`config.mk`:
```
export PLATFORM = sky130hd
export DESIGN_NAME = i2c_regfile_slave
export DESIGN_NICKNAME = d
export VERILOG_FILES = /design/src/rtl/i2c_pkg.sv /design/src/rtl/i2c_bus_filter.sv /design/src/rtl/i2c_regfile_slave.sv
export SDC_FILE = /design/constraint.sdc
export NUM_CORES = 1
export LEC_CHECK = 0
export CAP_MARGIN = 25
export CORE_MARGIN = 5
export CORE_UTILIZATION = 51
export DETAILED_ROUTE_END_ITERATION = 7
export PLACE_DENSITY = 0.69
export SYNTH_ARGS = -nofsm -noshare
export SYNTH_HDL_FRONTEND = slang
export SYNTH_SLANG_ARGS = --single-unit
```
`constraint.sdc`:
```
create_clock -name clk -period 6.8 [get_ports clk]
set_input_delay 1.02 -clock clk [delete_from_list [all_inputs] [get_ports clk]]
set_output_delay 1.02 -clock clk [all_outputs]
set_load 0.01 [all_outputs]
```
`src/rtl/i2c_pkg.sv`:
```
// Shared I2C definitions: FSM state encoding, bus event codes and ACK levels.
package i2c_pkg;

   typedef enum logic [3:0] {
      ST_IDLE,
      ST_ADDR,
      ST_ACK_ADDR,
      ST_PTR,
      ST_ACK_PTR,
      ST_WDATA,
      ST_ACK_W,
      ST_RDATA,
      ST_MACK,
      ST_WAIT_STOP
   } i2c_state_e;

   typedef enum logic [1:0] {
      EV_NONE  = 2'd0,
      EV_START = 2'd1,
      EV_STOP  = 2'd2
   } i2c_event_e;

   localparam logic I2C_ACK  = 1'b0;
   localparam logic I2C_NACK = 1'b1;

endpackage

```
`src/rtl/i2c_bus_filter.sv`:
```
// Glitch filter for SCL/SDA plus SCL edge and START/STOP detection.
// A filtered line only changes once all FILTER_LEN samples agree; edges and
// bus events are derived from the filtered values only.
module i2c_bus_filter
   import i2c_pkg::*;
#(
   parameter int FILTER_LEN = 4
) (
   input  logic       clk,
   input  logic       rst,
   input  logic       scl_i,
   input  logic       sda_i,
   output logic       sda_filt_o,
   output logic       scl_rise_o,
   output logic       scl_fall_o,
   output logic [1:0] event_o
);

   logic [FILTER_LEN-1:0] scl_sr_q;
   logic [FILTER_LEN-1:0] sda_sr_q;
   logic                  scl_f_q;
   logic                  sda_f_q;
   logic                  scl_prev_q;
   logic                  sda_prev_q;
   i2c_event_e            ev_d;

   // Sample both lines, update filtered values when the window is unanimous.
   always_ff @(posedge clk or posedge rst) begin
      if (rst) begin
         scl_sr_q   <= '1;
         sda_sr_q   <= '1;
         scl_f_q    <= 1'b1;
         sda_f_q    <= 1'b1;
         scl_prev_q <= 1'b1;
         sda_prev_q <= 1'b1;
      end else begin
         scl_sr_q <= {scl_sr_q[FILTER_LEN-2:0], scl_i};
         sda_sr_q <= {sda_sr_q[FILTER_LEN-2:0], sda_i};
         if (&scl_sr_q) begin
            scl_f_q <= 1'b1;
         end else if (~|scl_sr_q) begin
            scl_f_q <= 1'b0;
         end
         if (&sda_sr_q) begin
            sda_f_q <= 1'b1;
         end else if (~|sda_sr_q) begin
            sda_f_q <= 1'b0;
         end
         scl_prev_q <= scl_f_q;
         sda_prev_q <= sda_f_q;
      end
   end

   // SDA transitions while SCL is steadily high are START/STOP conditions.
   always_comb begin
      ev_d = EV_NONE;
      if (scl_f_q && scl_prev_q && sda_prev_q && !sda_f_q) begin
         ev_d = EV_START;
      end else if (scl_f_q && scl_prev_q && !sda_prev_q && sda_f_q) begin
         ev_d = EV_STOP;
      end
   end

   assign sda_filt_o = sda_f_q;
   assign scl_rise_o = scl_f_q & ~scl_prev_q;
   assign scl_fall_o = ~scl_f_q & scl_prev_q;
   assign event_o    = ev_d;

endmodule

```
`src/rtl/i2c_regfile_slave.sv`:
```
// I2C target with an 8-bit register file, auto-incrementing pointer and a
// direct host port onto the same registers.
//
//   state       | meaning
//   ------------+---------------------------------------------------------
//   IDLE        | bus free or idle after STOP
//   ADDR        | shifting in address byte + R/W
//   ACK_ADDR    | driving ACK for a matched address
//   PTR         | shifting in register pointer byte
//   ACK_PTR     | driving ACK for the pointer byte
//   WDATA       | shifting in a data byte to write
//   ACK_W       | driving ACK for a written data byte
//   RDATA       | shifting out a register byte
//   MACK        | sampling the controller's ACK/NACK after a read byte
//   WAIT_STOP   | not involved; wait for START or STOP
module i2c_regfile_slave
   import i2c_pkg::*;
#(
   parameter int FILTER_LEN = 4,
   parameter int REG_ADDR_W = 4
) (
   input  logic                  clk,
   input  logic                  rst,
   input  logic                  scl_i,
   output logic                  scl_o,
   output logic                  scl_t,
   input  logic                  sda_i,
   output logic                  sda_o,
   output logic                  sda_t,
   input  logic                  enable,
   input  logic [6:0]            device_address,
   input  logic                  host_we,
   input  logic [REG_ADDR_W-1:0] host_addr,
   input  logic [7:0]            host_wdata,
   output logic [7:0]            host_rdata,
   output logic                  wr_valid,
   output logic [REG_ADDR_W-1:0] wr_addr,
   output logic [7:0]            wr_data,
   output logic                  bus_active,
   output logic                  bus_addressed,
   output logic                  busy
);

   localparam int NUM_REGS = 2 ** REG_ADDR_W;
   localparam logic [REG_ADDR_W-1:0] PTR_ONE = 1;

   logic                  sda_f;
   logic                  scl_rise;
   logic                  scl_fall;
   logic [1:0]            bus_ev;

   i2c_state_e            state_q;
   logic [3:0]            bit_cnt_q;
   logic [7:0]            shift_q;
   logic [REG_ADDR_W-1:0] ptr_q;
   logic                  rw_q;
   logic                  ack_on_q;
   logic                  mack_q;
   logic                  sda_q;
   logic                  bus_active_q;
   logic                  bus_addressed_q;
   logic                  wr_valid_q;
   logic [REG_ADDR_W-1:0] wr_addr_q;
   logic [7:0]            wr_data_q;
   logic [7:0]            regs_q [NUM_REGS];

   logic [7:0]            byte_d;
   logic                  i2c_we_d;
   logic                  unused_bits;

   i2c_bus_filter #(
      .FILTER_LEN (FILTER_LEN)
   ) u_filter (
      .clk        (clk),
      .rst        (rst),
      .scl_i      (scl_i),
      .sda_i      (sda_i),
      .sda_filt_o (sda_f),
      .scl_rise_o (scl_rise),
      .scl_fall_o (scl_fall),
      .event_o    (bus_ev)
   );

   assign byte_d      = {shift_q[6:0], sda_f};
   assign i2c_we_d    = (bus_ev == EV_NONE) && (state_q == ST_WDATA) &&
                        scl_rise && (bit_cnt_q == 4'd7);
   // MSB of the shifter is consumed before the shift, never read afterwards.
   assign unused_bits = shift_q[7];

   // Bus protocol FSM with shifter, bit counter, pointer and registered outputs.
   always_ff @(posedge clk or posedge rst) begin
      if (rst) begin
         state_q         <= ST_IDLE;
         bit_cnt_q       <= 4'd0;
         shift_q         <= 8'd0;
         ptr_q           <= '0;
         rw_q            <= 1'b0;
         ack_on_q        <= 1'b0;
         mack_q          <= I2C_NACK;
         sda_q           <= 1'b1;
         bus_active_q    <= 1'b0;
         bus_addressed_q <= 1'b0;
         wr_valid_q      <= 1'b0;
         wr_addr_q       <= '0;
         wr_data_q       <= 8'd0;
      end else begin
         wr_valid_q <= 1'b0;
         if (bus_ev == EV_START) begin
            state_q         <= ST_ADDR;
            bit_cnt_q       <= 4'd0;
            ack_on_q        <= 1'b0;
            sda_q           <= 1'b1;
            bus_active_q    <= 1'b1;
            bus_addressed_q <= 1'b0;
         end else if (bus_ev == EV_STOP) begin
            state_q         <= ST_IDLE;
            bit_cnt_q       <= 4'd0;
            ack_on_q        <= 1'b0;
            sda_q           <= 1'b1;
            bus_active_q    <= 1'b0;
            bus_addressed_q <= 1'b0;
         end else begin
            case (state_q)
               ST_IDLE, ST_WAIT_STOP: begin
                  sda_q <= 1'b1;
               end
               ST_ADDR: begin
                  if (scl_rise) begin
                     shift_q   <= byte_d;
                     bit_cnt_q <= bit_cnt_q + 4'd1;
                     if (bit_cnt_q == 4'd7) begin
                        bit_cnt_q <= 4'd0;
                        rw_q      <= byte_d[0];
                        if (enable && (byte_d[7:1] == device_address)) begin
                           state_q         <= ST_ACK_ADDR;
                           bus_addressed_q <= 1'b1;
                        end else begin
                           state_q <= ST_WAIT_STOP;
                        end
                     end
                  end
               end
               ST_PTR: begin
                  if (scl_rise) begin
                     shift_q   <= byte_d;
                     bit_cnt_q <= bit_cnt_q + 4'd1;
                     if (bit_cnt_q == 4'd7) begin
                        bit_cnt_q <= 4'd0;
                        ptr_q     <= byte_d[REG_ADDR_W-1:0];
                        state_q   <= ST_ACK_PTR;
                     end
                  end
               end
               ST_WDATA: begin
                  if (scl_rise) begin
                     shift_q   <= byte_d;
                     bit_cnt_q <= bit_cnt_q + 4'd1;
                     if (bit_cnt_q == 4'd7) begin
                        bit_cnt_q  <= 4'd0;
                        wr_valid_q <= 1'b1;
                        wr_addr_q  <= ptr_q;
                        wr_data_q  <= byte_d;
                        ptr_q      <= ptr_q + PTR_ONE;
                        state_q    <= ST_ACK_W;
                     end
                  end
               end
               // First falling edge starts the ACK, the second one ends it.
               ST_ACK_ADDR, ST_ACK_PTR, ST_ACK_W: begin
                  if (scl_fall) begin
                     if (!ack_on_q) begin
                        ack_on_q <= 1'b1;
                        sda_q    <= I2C_ACK;
                     end else begin
                        ack_on_q  <= 1'b0;
                        sda_q     <= 1'b1;
                        bit_cnt_q <= 4'd0;
                        if ((state_q == ST_ACK_ADDR) && rw_q) begin
                           shift_q <= regs_q[ptr_q];
                           sda_q   <= regs_q[ptr_q][7];
                           state_q <= ST_RDATA;
                        end else if (state_q == ST_ACK_ADDR) begin
                           state_q <= ST_PTR;
                        end else begin
                           state_q <= ST_WDATA;
                        end
                     end
                  end
               end
               ST_RDATA: begin
                  if (scl_rise) begin
                     bit_cnt_q <= bit_cnt_q + 4'd1;
                  end else if (scl_fall) begin
                     if (bit_cnt_q == 4'd8) begin
                        sda_q     <= 1'b1;
                        ptr_q     <= ptr_q + PTR_ONE;
                        bit_cnt_q <= 4'd0;
                        state_q   <= ST_MACK;
                     end else if (bit_cnt_q != 4'd0) begin
                        shift_q <= {shift_q[6:0], 1'b0};
                        sda_q   <= shift_q[6];
                     end
                  end
               end
               ST_MACK: begin
                  if (scl_rise) begin
                     mack_q    <= sda_f;
                     bit_cnt_q <= 4'd1;
                  end else if (scl_fall && (bit_cnt_q == 4'd1)) begin
                     bit_cnt_q <= 4'd0;
                     if (mack_q == I2C_ACK) begin
                        shift_q <= regs_q[ptr_q];
                        sda_q   <= regs_q[ptr_q][7];
                        state_q <= ST_RDATA;
                     end else begin
                        state_q <= ST_WAIT_STOP;
                     end
                  end
               end
               default: begin
                  state_q <= ST_IDLE;
                  sda_q   <= 1'b1;
               end
            endcase
         end
      end
   end

   // Register file; the I2C write is issued last so it wins an index collision.
   always_ff @(posedge clk or posedge rst) begin
      if (rst) begin
         for (int i = 0; i < NUM_REGS; i++) begin
            regs_q[i] <= 8'd0;
         end
      end else begin
         if (host_we) begin
            regs_q[host_addr] <= host_wdata;
         end
         if (i2c_we_d) begin
            regs_q[ptr_q] <= byte_d;
         end
      end
   end

   assign host_rdata    = regs_q[host_addr];
   assign scl_o         = 1'b1;
   assign scl_t         = 1'b1;
   assign sda_o         = sda_q;
   assign sda_t         = sda_q;
   assign wr_valid      = wr_valid_q;
   assign wr_addr       = wr_addr_q;
   assign wr_data       = wr_data_q;
   assign bus_active    = bus_active_q;
   assign bus_addressed = bus_addressed_q;
   assign busy          = (state_q != ST_IDLE);

endmodule

```
==> results of run 1 <==
-- power breakdown --
part	internal, mW	switching, mW
combinational	0.346	0.235
sequential	1.25	0.166
clock	0.569	0.447
-- cell families after synthesis --
logic type | after synthesis
buffers and inverters | 101
other | 1
flip-flops | 178
XOR/XNOR | 9
AND/OR/NAND/NOR | 271
multiplexers | 239
adder cells (fa/ha/maj) | 10
AO/OA/AOI/OAI | 196
-- metrics by stage --
| step | worst slack [ns] | area, sq um | utilization [%] | hold WS, ns | instances |
|---|---|---|---|---|---|
| after global routing | 2.05 | 12200 | 57.8 | 0.375 | 1293 |
| after CTS | 2.17 | 12200 | 57.6 | 0.371 | 1290 |
| after floorplan | 0.973 | 11000 | - | 0.352 | 1006 |
| after detailed placement | 2.18 | 11600 | 54.7 | 0.363 | 1258 |
| after global placement | 2.22 | 11500 | 54.5 | 0.359 | 1254 |
| final | 2.24 | 12200 | 57.8 | 0.369 | 1293 |
-- final timing paths --
path,endpoint,slack (ns),startpoint,cells past startpoint
max in group asynchronous,regs_q[16],4.49,rst,3
worst min-delay path,u_filter.scl_sr_q[2],0.37,u_filter.scl_sr_q[1],0
min in group asynchronous,bit_cnt_q[3],1.16,rst,2
worst max register to register,regs_q[5],2.78,u_filter.sda_filt_o,6
worst max-delay path,host_rdata[5],2.24,host_addr[0],5
worst min register to register,u_filter.scl_sr_q[2],0.37,u_filter.scl_sr_q[1],0
-- layout by cell type (no fill, tap or decap), types with 4 or more instances in the layout --
master,netlist,layout
dfrtp_1,164,162
nor2_1,160,160
a21oi_1,144,144
mux2i_1,133,133
mux4_2,61,61
clkdlybuf4s50_1,0,48
nand2_1,26,26
mux2_2,24,24
nand3_1,19,19
clkbuf_16,0,17
mux4_1,15,15
o21ai_0,14,14
dfstp_2,14,14
inv_1,14,13
nand4_1,10,10
ha_1,10,10
xnor2_1,8,8
buf_4,3,8
nor3_1,7,7
nand3_2,7,7
nor3_2,7,7
nor2b_1,6,6
mux2_4,6,6
buf_6,2,5
nand2b_1,4,4
or3_1,4,4
inv_6,0,4
o22ai_1,4,4
-- cells in the mapped netlist (all sizes together), types with 2 or more instances --
cell type	instances
a2111oi	2
a211oi	2
a21boi	3
a21o	2
a21oi	144
a22oi	2
a311oi	2
a31o	2
a31oi	2
and2	3
buf	37
clkbuf	48
dfrtp	164
dfstp	14
ha	10
inv	15
mux2	30
mux2i	133
mux4	76
nand2	26
nand2b	4
nand3	26
nand4	10
nand4b	2
nor2	161
nor2b	6
nor3	16
nor3b	2
nor4	4
o2111ai	2
o21ai	15
o22ai	4
o31ai	2
o41ai	2
or3	4
xnor2	8
-- layout make-up --
class | instances | area [sq um] | area share [%]
Timing Repair Buffer | 65 | 647 | 5.29
Sequential cell | 178 | 4470 | 36.6
Clock inverter | 13 | 151 | 1.24
Inverter | 16 | 65.1 | 0.532
Multi-Input combinational cell | 727 | 6090 | 49.8
Tap cell | 275 | 344 | 2.82
Clock buffer | 19 | 453 | 3.71
-- worst register-to-register path, delay by kind of cell, from the launching register on --
kind / cells / cell delay, ns
compound gates: 1 / 0.07
xor+xnor: 1 / 0.18
flops: 1 / 0.95
simple gates: 4 / 2.67
-- routing by layer --
layer,track usage (%),share of wire (%),wire (um),vias up
met1,36.1,40,12700,4169
li1,-,-,-,3718
met2,41.8,47,15000,448
met4,12.2,4.8,1540,0
met3,5.03,8.4,2660,89
met5,0,0,0,-
==> results.md, run 1 <==
* Outcome: finished clean
* Nets at 1040
* DRT antenna net count at 0
* Post-CTS sizing at 0
* Area share of the largest cell type after synthesis at 37.2%
* Total CTS buffers at 17
* Leak pwr at 5.13 nW
* Area grow syn2layout at 10.9%
* Fill count at 1769
* Drt total wl at 31800 um
* Io pins at 53
* Vias in the first global route at 8209
* Fin crit period at 4.56 ns
* Final-report hold violation count at 0
* N_diodes at 0
* Slowest stage cell, crit path: mux4_2
* Crit path kind: input pin to output port
* Slew HR at 24.9%
* Worst Setup End Kind: output port
* Detailed-route via count at 8424
* Post-synth ARST share at 100%
* Pin count of the biggest net entering global routing at 98
* Ranking of synthesized cells by area: dfrtp_1, mux4_2, mux2i_1, a21oi_1, nor2_1
* Post-synth EDFFs at 0
* Dpl hpwl at 20500 um
* Fmax at 219 MHz
* Setup TNS Final at 0 ns
* Post-synthesis sequential area ratio at 40.6%
* Seq cells post-synth at 178
* # hold bufs at CTS at 0
* Total Die Area at 24700 sq um
* Total track usage at 26.6%
* Final setup vio count at 0
* Cells after synthesis at 1005
* Die width at 157 um
* Simple-Gate Fraction of Synth Area at 12.0%
* Die Ht at 157 um
* Synth Area in Adders at 1.13%
* Largest register FFs at 128
* Clock Sinks at 178
* First drt pass iteration count at 5
* H-Tree Level Count at 4
* Overall Power at 3.01 mW
* First-pass GRT wire length at 49700 um
* WL/cell at 24.6 um
* Final Skew at 0.0128 ns
* Critical path peak fanout at 21
* Final period util at 67.1%
* Initial antenna violation count at 0
* Crit path cell chain: buf_2, buf_4, mux4_2, mux4_2, clkdlybuf4s50_1
* Mux contribution to synthesized area at 31.4%
* Crit-path leading delay family: buffers and inverters
* Library cells used by synthesis at 71
* Root Buffer: clkbuf_16
* WP data required at 5.78 ns
* Clock transition at path regs at 0.07 ns
* Synth Area in Compound Gates at 9.98%
* Starting DRT DRC Count at 924
* Clock tree buffer depth at 2
* # DRC at 0
* Port Buffer Count at 50
* Critical Path Most Common Cell: mux4_2
* Skew-Pair Late Insertion Delay at 0.43 ns
* Ys flop type: dfrtp_1
* Worst path max stage delay at 0.55 ns
* Pwr Density at 246 nW/um^2
* Nature of the critical path startpoint: input pin
* XOR/XNOR share of the synthesized area at 0.715%
* Most flops, register: regs_q
* Drt via density at 6.52
* Leading area contributor after synthesis: dfrtp_1
* Worst endpoint data arrival time at 3.54 ns
* Synthesized cell area at 11000 sq um
* Core area at 21200 sq um
* Initial Utilization at 52.1%
* Syn avg cell area at 11.0 sq um
* RSZ-0062 raised after global routing: false
* Synth warn at 0
* Post-CTS Setup Bufs at 0
* CP Buf/Inv Count at 3
* VDD IR max at 198 uV
* Max-cap viol count at 0
* Largest family of logic cells by synthesized area: multiplexers
* Layout cells sized above 1 at 17.7%
* GP Congestion at 0.931
* Site Rows at 53
* CTS tree: yes
* Grt ovf at 0
* Worst Hold Class: flip-flop to flip-flop
* Worst Max-Slew Pin Slew at 1.12 ns
* Final Max Slew Viols at 0
Note: power is estimated with default switching activity, not from simulation.
==> inputs of run 2 (changes only) <==
==> constraint.sdc (replaced) <==
create_clock -name clk -period 4.3 [get_ports clk]
set_input_delay 0.645 -clock clk [delete_from_list [all_inputs] [get_ports clk]]
set_output_delay 0.645 -clock clk [all_outputs]
set_load 0.01 [all_outputs]
==> run 2 against run 1 <==
Against the previous run:
- design area rose by 0.93%
- critical path depth did not move
- clock skew rose by 0.00064 ns
- sequential share of layout area fell by 0.34 points
- cell count rose by 1.6%
- routed wire length rose by 0.88%
- global-route usage rose by 0.19 points
- highest routed layer unchanged
==> results.md, run 2 (synthesis gave the netlist of run 1 again) <==
* Vias in the first global route at 8064 (-1.8%)
* Final period util at 84.0%
* Overall Power at 4.73 mW (+57%)
* GP Congestion at 0.894 (-4.0%)
* Max-cap viol count at 0 (unchanged)
* R2R setup slack at 1.21 ns (-1.57 ns)
* Worst Max-Slew Pin Slew at 1.07 ns (-0.0537 ns)
* WL/cell at 24.4 um (-0.73%)
* Nature of the critical path startpoint: input pin
* First-pass GRT wire length at 49800 um (+0.24%)
* # DRC at 0 (unchanged)
* Initial Utilization at 52.1% (unchanged)
* Post-DP Area at 11800 sq um (+1.6%)
* Die Ht at 157 um (unchanged)
* Critical path peak fanout at 8 (-62%)
* Grt ovf at 0 (unchanged)
* Final Max Slew Viols at 0 (unchanged)
* Worst Setup End Kind: output port
* Starting DRT DRC Count at 1102 (+19%)
* Worst endpoint data arrival time at 2.97 ns (-0.57 ns)
* Total CTS buffers at 17 (unchanged)
* RSZ-0062 raised after global routing: false
* N_diodes at 0 (unchanged)
* Outcome: finished clean
* Fin crit period at 3.61 ns
* CTS tree: yes
* # hold bufs at CTS at 0 (unchanged)
* Slew HR at 28.9% (+4.0 points)
* Final-report hold violation count at 0 (unchanged)
* DRT antenna net count at 0 (unchanged)
* WHS Endpoint: u_filter.sda_sr_q[2]
* Final setup vio count at 0 (unchanged)
* First drt pass iteration count at 6 (+1)
* FF-to-FF Start: state_q[0]
* Final Skew at 0.0135 ns (+0.000637 ns)
* Port Buffer Count at 50 (unchanged)
* Drt via density at 6.44 (-1.2%)
* Clock tree buffer depth at 2 (unchanged)
* Most frequent cells in the layout: dfrtp_1, nor2_1, a21oi_1, mux2i_1, mux4_2
* Io pins at 53 (unchanged)
* Nets at 1061 (+2.0%)
* Post-CTS sizing at 0 (unchanged)
* Post-CTS Setup Bufs at 0 (unchanged)
* Fill count at 1724 (-2.5%)
* Most common cell after layout, fill and taps aside: dfrtp_1
* Skew-Pair Late Insertion Delay at 0.44 ns (about the same)
* VDD IR max at 347 uV (+75%)
* Leak pwr at 5.20 nW (+1.3%)
* Layout cells sized above 1 at 19.2% (+1.6 points)
* Core area at 21200 sq um (unchanged)
* Largest register FFs at 128 (unchanged)
* Die width at 157 um (unchanged)
* Total Die Area at 24700 sq um (unchanged)
* Root Buffer: clkbuf_16
* Drt total wl at 32100 um (+0.88%)
* Site Rows at 53 (unchanged)
* Setup TNS Final at 0 ns (unchanged)
* Total track usage at 26.8% (+0.19 points)
* Final instance area at 12300 sq um (+0.93%)
* H-Tree Level Count at 4 (unchanged)
* Min-delay src: u_filter.sda_sr_q[1]
* Worst Reg2Reg Path Length in Cells at 8 (+2)
* Core Util, Final at 58.3% (+0.54 points)
* Initial antenna violation count at 0 (unchanged)
* Crit path kind: input pin to output port
* Fmax at 277 MHz
* Most flops, register: regs_q
* Pin count of the biggest net entering global routing at 74 (-24%)
* WP data required at 3.65 ns (-2.13 ns)
* Detailed-route via count at 8456 (+0.38%)
* WHS Path Cells at 0 (unchanged)
* Clock transition at path regs at 0.07 ns (about the same)
* Worst hold slack at 0.368 ns (-0.000682 ns)
* Clock Sinks at 178 (unchanged)
* Worst Hold Class: flip-flop to flip-flop
* Dpl hpwl at 21000 um (+2.8%)
* Pwr Density at 383 nW/um^2 (+56%)
* Worst R2R End: regs_q[68]
* Area grow syn2layout at 11.9%
-- run 2: changes by cell type in the layout (fill, tap and decap cells not counted) --
| cell | change |
|---|---|
| buf_4 | +26 |
| buf_6 | -5 |
| bufinv_16 | -1 |
| clkbuf_1 | +1 |
| clkbuf_8 | -2 |
| clkinv_4 | -2 |
| clkinv_8 | +1 |
| clkinvlp_4 | +3 |
| inv_6 | -3 |
| inv_8 | +3 |
-- run 2: critical path: stages --
cell	delay, ns
clkdlybuf4s50_1	0.65
clkinv_1	0.35
buf_4	0.32
mux4_2	0.48
clkdlybuf4s50_1	0.51
-- run 2: cell type report --
| type | instances | area (sq um) | area share (%) |
|---|---|---|---|
| multi-input combinational | 727 | 6090 | 49.4 |
| sequential | 178 | 4470 | 36.3 |
| timing repair buffer | 86 | 786 | 6.37 |
| clock buffer | 18 | 429 | 3.48 |
| tap | 275 | 344 | 2.79 |
| clock inverter | 14 | 151 | 1.23 |
| inverter | 16 | 63.8 | 0.517 |
-- run 2: where the power goes --
group | internal (mW) | switching [mW] | leakage (nW)
clock | 0.820 | 0.746 | 0.269
sequential | 1.97 | 0.255 | 2.05
combinational | 0.553 | 0.384 | 2.88
-- run 2: worst max path at each step --
stage,cells after the start,from,to,slack [ns]
6_report,5,host_addr[2],host_rdata[5],0.69
4_1_cts,5,host_addr[2],host_rdata[5],0.71
3_5_place_dp,5,host_addr[2],host_rdata[1],0.77
2_1_floorplan,4,host_addr[0],host_rdata[0],1.19
5_1_grt,5,host_addr[2],host_rdata[6],0.62
3_3_place_gp,5,host_addr[2],host_rdata[1],0.77
-- run 2: metrics by stage --
| step | setup slack (ns) | std cells |
|---|---|---|
| 6_report | 0.688 | 1314 |
| 4_1_cts | 0.708 | 1314 |
| 3_5_place_dp | 0.770 | 1282 |
| 3_3_place_gp | 0.772 | 1282 |
| 5_1_grt | 0.624 | 1314 |
| 2_1_floorplan | 1.19 | 1006 |
-- run 2: layer usage --
metal,wire [um],vias to the layer above,track usage (%)
li1,-,3755,-
met1,13100,4188,37.7
met2,15100,436,41.5
met3,2640,77,4.81
met4,1290,0,10.7
met5,0,-,0
